===== src/rtl/sync_fifo_flags.sv =====
// Single-clock circular-buffer FIFO with occupancy count, watermark flags, error pulses and flush.
// Latency: a read accepted at edge N presents data_out with rd_valid=1 after edge N; there is no write-to-read bypass.
// Backpressure: a write is refused while full (overflow pulses) and a read while empty (underflow pulses); state holds.
//
// Ports:
//   clk, rst                 rising-edge clock, synchronous active-high reset
//   w_en, data_in            write request and data
//   rd_en                    read request
//   flush                    synchronous discard of all contents (data_out holds)
//   data_out, rd_valid       registered read data and its strobe
//   full, empty              count == DEPTH / count == 0
//   almost_full/almost_empty count >= AFULL_THRESH / count <= AEMPTY_THRESH
//   count                    occupancy 0..DEPTH
//   overflow, underflow      one-cycle pulses for rejected write / read requests
module sync_fifo_flags #(
    parameter int DEPTH         = 8,
    parameter int WIDTH         = 8,
    parameter int AFULL_THRESH  = 6,
    parameter int AEMPTY_THRESH = 1
) (
    input  logic                     clk,
    input  logic                     rst,
    input  logic                     w_en,
    input  logic [WIDTH-1:0]         data_in,
    input  logic                     rd_en,
    input  logic                     flush,
    output logic [WIDTH-1:0]         data_out,
    output logic                     rd_valid,
    output logic                     full,
    output logic                     empty,
    output logic                     almost_full,
    output logic                     almost_empty,
    output logic [$clog2(DEPTH):0]   count,
    output logic                     overflow,
    output logic                     underflow
);

    localparam int AW = $clog2(DEPTH);
    localparam int CW = AW + 1;

    // Thresholds sized to the count register so the flag compares are width-matched.
    localparam logic [CW-1:0] DEPTH_C  = CW'(DEPTH);
    localparam logic [CW-1:0] AFULL_C  = CW'(AFULL_THRESH);
    localparam logic [CW-1:0] AEMPTY_C = CW'(AEMPTY_THRESH);

    logic [WIDTH-1:0] mem [DEPTH];
    logic [AW-1:0]    wptr;
    logic [AW-1:0]    rptr;
    logic             wr_acc;
    logic             rd_acc;

    // Flags are purely a function of the count register.
    assign full         = (count == DEPTH_C);
    assign empty        = (count == '0);
    assign almost_full  = (count >= AFULL_C);
    assign almost_empty = (count <= AEMPTY_C);

    assign wr_acc = w_en & ~full;
    assign rd_acc = rd_en & ~empty;

    always_ff @(posedge clk) begin
        if (rst) begin
            wptr      <= '0;
            rptr      <= '0;
            count     <= '0;
            data_out  <= '0;
            rd_valid  <= 1'b0;
            overflow  <= 1'b0;
            underflow <= 1'b0;
        end else if (flush) begin
            // data_out deliberately holds so the last delivered word stays observable.
            wptr      <= '0;
            rptr      <= '0;
            count     <= '0;
            rd_valid  <= 1'b0;
            overflow  <= 1'b0;
            underflow <= 1'b0;
        end else begin
            if (wr_acc) begin
                wptr <= wptr + AW'(1);
            end
            if (rd_acc) begin
                rptr     <= rptr + AW'(1);
                data_out <= mem[rptr];
            end
            rd_valid  <= rd_acc;
            overflow  <= w_en & full;
            underflow <= rd_en & empty;
            count     <= count + CW'(wr_acc) - CW'(rd_acc);
        end
    end

    // Storage has no reset; reset and flush only block the write.
    always_ff @(posedge clk) begin
        if (wr_acc && !rst && !flush) begin
            mem[wptr] <= data_in;
        end
    end

endmodule


===== config.mk =====
export PLATFORM = sky130hd
export DESIGN_NAME = sync_fifo_flags
export DESIGN_NICKNAME = d
export VERILOG_FILES = /design/src/rtl/sync_fifo_flags.sv
export SDC_FILE = /design/constraint.sdc
export NUM_CORES = 1
export LEC_CHECK = 0
export ABC_AREA = 1
export ABC_CLOCK_PERIOD_IN_PS = 5600
export CORE_ASPECT_RATIO = 1.1
export CORE_MARGIN = 2
export CORE_UTILIZATION = 55
export DETAILED_ROUTE_END_ITERATION = 6
export PLACE_DENSITY = 0.84
export SETUP_SLACK_MARGIN = 0.2
export SYNTH_ARGS = -nofsm -noshare
export SYNTH_HDL_FRONTEND = slang
export SYNTH_SLANG_ARGS = --single-unit

===== constraint.sdc =====
create_clock -name clk -period 5.6 [get_ports clk]
set_input_delay 1.12 -clock clk [delete_from_list [all_inputs] [get_ports clk]]
set_output_delay 1.12 -clock clk [all_outputs]
set_load 0.005 [all_outputs]

==> reports/results.tsv, run 1 <==
metric	value	unit
outcome	complete, no violations	
vias	2608	
layout.nets	430	
r2r_start	count[2]$_SDFF_PP0_	
min_from	data_out[0]$_SDFFE_PP0P_	
grt_pass1_wl	12.0	mm
r2r_cells	7	
rsz0062_at_grt	no	
post_synth.cell_area_avg	9.94	sq um
row_count	31	
synth_seq_cells	85	
synth_top_area_cell	edfxtp_1	
comb_power_share	11.4	%
numCtsBuffers	9	
grt.busiest_layer	met2	
hp-class	flip-flop to flip-flop	
power	1.24	mW
root_buffer	clkbuf_8	
setup-tns-final	0	ps
routed_wl	7.70	mm
pwr-share-clk	32.4	%
avgViaCountPerCell	5.28	
htree_levels	3	
die_x	82.7	um
grt_pass1_vias	2386	
placed_cells	478	
clkLatencyLatePin	350	ps
cts_hold_buf	0	
wl_per_cell	15.6	um
syn_area	3750	sq um
start_util	56.9	%
reg2reg_slack	3420	ps
synth_top_area_share	51.3	%
clk_pin_slew_worst_paths	80	ps
maxCapViolations	0	
start_kind	input pin	
final_common_cell	nand2_1	
p_sw_share	23.4	%
crit_fanout	11	
intPower	0.950	mW
grt.overflow.total	0	
slew_headroom	53.1	%
synth_nets	400	
numPortBuffers	31	
worstPathArrival	3250	ps
ios	32	
antenna_found_initial	0	
drtAntennaViolNets	0	
p_per_area	292	nW/um^2
r2r-end	mem[2][6]$_DFFE_PP_	
period_minus_slack	3270	ps
ys_types	25	
yosysSeqAreaShare	62.5	%
dp_hpwl	5.38	mm
layout_common_cells	104 x nand2_1, 64 x edfxtp_1, 62 x inv_1, 51 x nand3_1, 31 x clkdlybuf4s50_1	
crit_path_end_kind	flip-flop	
drt_iter0_markers	262	
synthToLayoutAreaGrowth	13.5	%
path_class	input pin to flip-flop	
p_seq_share	56.1	%
met3_usage	4.70	%
grt_max_degree	35	
drive_gt1_share	6.31	%
grt_usage	22.0	%
gp_congestion	0.893	
grtUsageMet2	34.6	%
ys_top_cells_by_area	edfxtp_1 51%, dfxtp_1 11%, nand2_1 10%	
ctsResizeCount	0	
finalSetupViolCount	0	
postSynthCellCount	377	
endpoint	mem[2][6]$_DFFE_PP_	
die_area	7490	sq um
drc_errors	0	
crit_required	5580	ps
startpoint	rst	
fmax	0.306	GHz
clockBufferDepth	2	
worstMarginPinSlew	703	ps
slew_violations	0	
p_sw	0.290	mW
firstDrtPassIters	5	
cts_sinks	85	
yosys_warnings	0	
fin_cells	494	
grt_use_met1	29.8	%
postCtsSetupRepairBufs	0	
skew	4.77	ps
core	6590	sq um
fin_hold_ws	466	ps
cts_tree	done	
fin_crit_sh	58.3	%
p_leak	1.75	nW
dieHeight	90.6	um
finalHoldViolations	0	
ir_drop	0.141	mV
num_antenna_cells	0	
-- cell families (layout without fill, tap and decap cells) --
logic type                 count (synthesis)  in the layout  synth area share (%)
AOI/OAI and AO/OA                         21             21                  3.34
xor gates and xnor gates                   1              1                 0.234
adders and majority gates                 10             10                  3.54
buffers and inverters                     79            114                  9.48
DFF                                       85             85                  62.5
and+or+nand+nor                          181            181                  20.9
-- registers in the layout, summed over array words and instances (netlist names) --
name / count
count: 4
data_out: 8
mem: 64
overflow: 1
rd_valid: 1
rptr: 3
underflow: 1
wptr: 3
-- area by class of cell --
class,count,area [sq um]
Fill cell,509,2340
Timing Repair Buffer,32,318
Sequential cell,85,2340
Inverter,66,258
Clock inverter,5,51.3
Clock buffer,11,131
Multi-Input combinational cell,213,1050
Tap cell,82,103
-- power groups by stage --
stage	Clock, mW	Sequential, mW	Combinational, mW
floorplan	0	0.708	0.0866
global placement	0	0.710	0.137
detailed placement	0	0.711	0.141
CTS	0.410	0.696	0.143
global route	0.432	0.698	0.159
finish	0.402	0.696	0.142
-- layer usage --
layer / up-vias / routed length [um]
li1: 1271 / -
met1: 1206 / 3340
met2: 111 / 3690
met3: 20 / 468
met4: 0 / 192
met5: - / 0
-- per-stage QoR --
step                      util, %  area [sq um]  worst slack (ps)
after floorplan                 -          3750              3140
after global placement       61.7          4070              2050
after detailed placement     61.7          4070              1980
after CTS                    64.5          4250              2310
after global routing         64.5          4250              2190
final                        64.5          4250              2330
-- critical path, cell delays in order --
cell	delay, ps
clkdlybuf4s50_1	590
nor2_1	610
nand3_1	340
nor2_1	580
-- worst min path at each step --
stage	to	slack (ps)	depth (start not counted)
2_1_floorplan	data_out[0]$_SDFFE_PP0P_	460	2
3_3_place_gp	data_out[1]$_SDFFE_PP0P_	450	2
3_5_place_dp	data_out[0]$_SDFFE_PP0P_	460	2
4_1_cts	data_out[0]$_SDFFE_PP0P_	470	2
5_1_grt	data_out[0]$_SDFFE_PP0P_	500	2
6_report	data_out[0]$_SDFFE_PP0P_	470	2
-- synth_stat cells --
library cell / instances
edfxtp_1: 64
nand2_4: 2
nor3_1: 1
nor2_1: 19
a21o_1: 2
buf_4: 3
ha_1: 9
buf_2: 6
fa_1: 1
a21oi_1: 10
nor2_8: 1
nor3b_1: 1
inv_1: 62
nand2_1: 104
inv_4: 2
buf_6: 4
o21ai_0: 5
clkinv_4: 1
xnor2_1: 1
dfxtp_1: 21
a21oi_2: 4
nand2_2: 1
nand3_1: 51
nor2_2: 1
clkinv_1: 1
(Power assumes the default switching activity.)
==> inputs of run 2 (changes only) <==
--- a/config.mk
+++ b/config.mk
@@ -6,10 +6,10 @@
 export NUM_CORES = 1
 export LEC_CHECK = 0
 export ABC_AREA = 1
-export ABC_CLOCK_PERIOD_IN_PS = 5600
+export ABC_CLOCK_PERIOD_IN_PS = 2800
 export CORE_ASPECT_RATIO = 1.1
 export CORE_MARGIN = 2
-export CORE_UTILIZATION = 55
+export CORE_UTILIZATION = 52
 export DETAILED_ROUTE_END_ITERATION = 6
 export PLACE_DENSITY = 0.84
 export SETUP_SLACK_MARGIN = 0.2
==> constraint.sdc (replaced) <==
create_clock -name clk -period 2.8 [get_ports clk]
set_input_delay 0.56 -clock clk [delete_from_list [all_inputs] [get_ports clk]]
set_output_delay 0.56 -clock clk [all_outputs]
set_load 0.005 [all_outputs]
==> reports/results.tsv, run 2 (same netlist as run 1, synthesis figures left out) <==
metric	value	unit
outcome	complete, no violations	
regMostFlops	mem	
crit_required	2240	ps
r2r_start	count[2]$_SDFF_PP0_	
finalSetupViolCount	0	
dp_hpwl	5.07	mm
clkLatencyLatePin	360	ps
drtAntennaViolNets	0	
clk_pin_slew_worst_paths	80	ps
dieHeight	93.1	um
rsz0062_at_grt	no	
grt_max_degree	35	
crit_path_end_kind	output pin	
pre_cts_ws	492	ps
startpoint	count[2]$_SDFF_PP0_	
core	7010	sq um
grt_pass1_wl	12.6	mm
setup_ws	397	ps
ios	32	
crit_chain	inv_1 > ha_1 > a21oi_1 > a21o_1 > inv_1 > clkdlybuf4s50_1	
start_kind	flip-flop	
synthToLayoutAreaGrowth	16.5	%
largest_reg_flops	64	
worstMarginPinSlew	799	ps
endpoint	almost_empty	
slew_headroom	46.6	%
wl_per_cell	15.3	um
start_util	53.5	%
p_leak	1.81	nW
num-fill-cells	536	
grt.overflow.total	0	
die_x	85.0	um
num_antenna_cells	0	
fin_cells	508	
ctsResizeCount	0	
root_buffer	clkbuf_8	
htree_levels	3	
worstPathArrival	1840	ps
drc_errors	0	
finalHoldViolations	0	
cp_slowest_stage_delay	480	ps
grt.busiest_layer	met2	
final_area	4370	sq um
maxCapViolations	0	
r2r_cells	10	
r2r-end	count[2]$_SDFF_PP0_	
met3_usage	4.06	%
path_class	flip-flop to output pin	
skew	8.98	ps
layout_common_cells	104 x nand2_1, 64 x edfxtp_1, 62 x inv_1, 51 x nand3_1, 31 x clkdlybuf4s50_1	
routed_wl	7.77	mm
multi_input_area	1050	sq um
numCtsBuffers	9	
slew_violations	0	
p_per_area	593	nW/um^2
gp_congestion	0.860	
path_common_cell	inv_1	
place_area	4160	sq um
antenna_found_initial	0	
die_area	7910	sq um
placed_cells	492	
cts_hold_buf	0	
drt_iter0_markers	239	
critPathSlowestCell	clkdlybuf4s50_1	
fmax	0.416	GHz
firstDrtPassIters	5	
grt_pass1_vias	2638	
drive_gt1_share	8.75	%
layout.nets	441	
numPortBuffers	31	
cts_sinks	85	
postCtsSetupRepairBufs	0	
grtUsageMet2	34.6	%
period_minus_slack	2400	ps
setup-tns-final	0	ps
grt_usage	21.4	%
fin_crit_sh	85.8	%
final_common_cell	nand2_1	
row_count	32	
avgViaCountPerCell	5.28	
grt_use_met1	26.2	%
top_regs	mem (64), data_out (8), count (4)	
hp-class	flip-flop to flip-flop	
clockBufferDepth	2	
ir_drop	0.355	mV
power	2.59	mW
reg2reg_slack	780	ps
regArea	2340	sq um
crit_fanout	4	
cts_tree	done	
vias	2680	
[run 2: cell count changes in the layout (fill, tap and decap cells not counted), sizes merged]
cell	delta
clkbuf	+1
clkinv	-2
bufinv	+1
buf	+11
[run 2: final cells by class]
class                   count  area share, %
repair buffers             43           9.17
multi-input cells         213           24.1
flip-flops and latches     85           53.7
clock inverters             4           1.66
clock buffers              12           3.10
inverters                  66           5.90
well taps                  85           2.44
[run 2: metal layers]
layer | vias to the layer above | part of all wire, %
li1 | 1287 | -
met5 | - | 0
met1 | 1245 | 40
met3 | 35 | 5.9
met2 | 113 | 49
met4 | 0 | 4.7
[run 2: how the worst min path moves through the flow]
stage | startpoint | endpoint | slack (ps) | cells after the start
6_report | data_out[1]$_SDFFE_PP0P_ | data_out[1]$_SDFFE_PP0P_ | 470 | 2
5_1_grt | data_out[0]$_SDFFE_PP0P_ | data_out[0]$_SDFFE_PP0P_ | 500 | 2
4_1_cts | data_out[1]$_SDFFE_PP0P_ | data_out[1]$_SDFFE_PP0P_ | 470 | 2
3_5_place_dp | data_out[1]$_SDFFE_PP0P_ | data_out[1]$_SDFFE_PP0P_ | 460 | 2
3_3_place_gp | data_out[0]$_SDFFE_PP0P_ | data_out[0]$_SDFFE_PP0P_ | 450 | 2
2_1_floorplan | data_out[0]$_SDFFE_PP0P_ | data_out[0]$_SDFFE_PP0P_ | 460 | 2
[run 2: critical path, delay by kind of cell, from the launching register on]
| family | cells | cell delay, ps |
|---|---|---|
| flip-flops | 1 | 330 |
| buffers and inverters | 3 | 650 |
| AO/OA/AOI/OAI | 2 | 250 |
| adder cells (fa/ha/maj) | 1 | 260 |
[run 2: power breakdown]
| group | internal [mW] | total [mW] | switching (mW) |
|---|---|---|---|
| registers | 1.37 | 1.40 | 0.0221 |
| clock network | 0.502 | 0.916 | 0.414 |
| logic | 0.122 | 0.276 | 0.154 |
[run 2: per-stage QoR]
step	hold slack [ps]	util, %
after global routing	500	62.3
final	467	62.3
after CTS	470	62.3
after global placement	453	59.3
after floorplan	460	-
after detailed placement	458	59.3
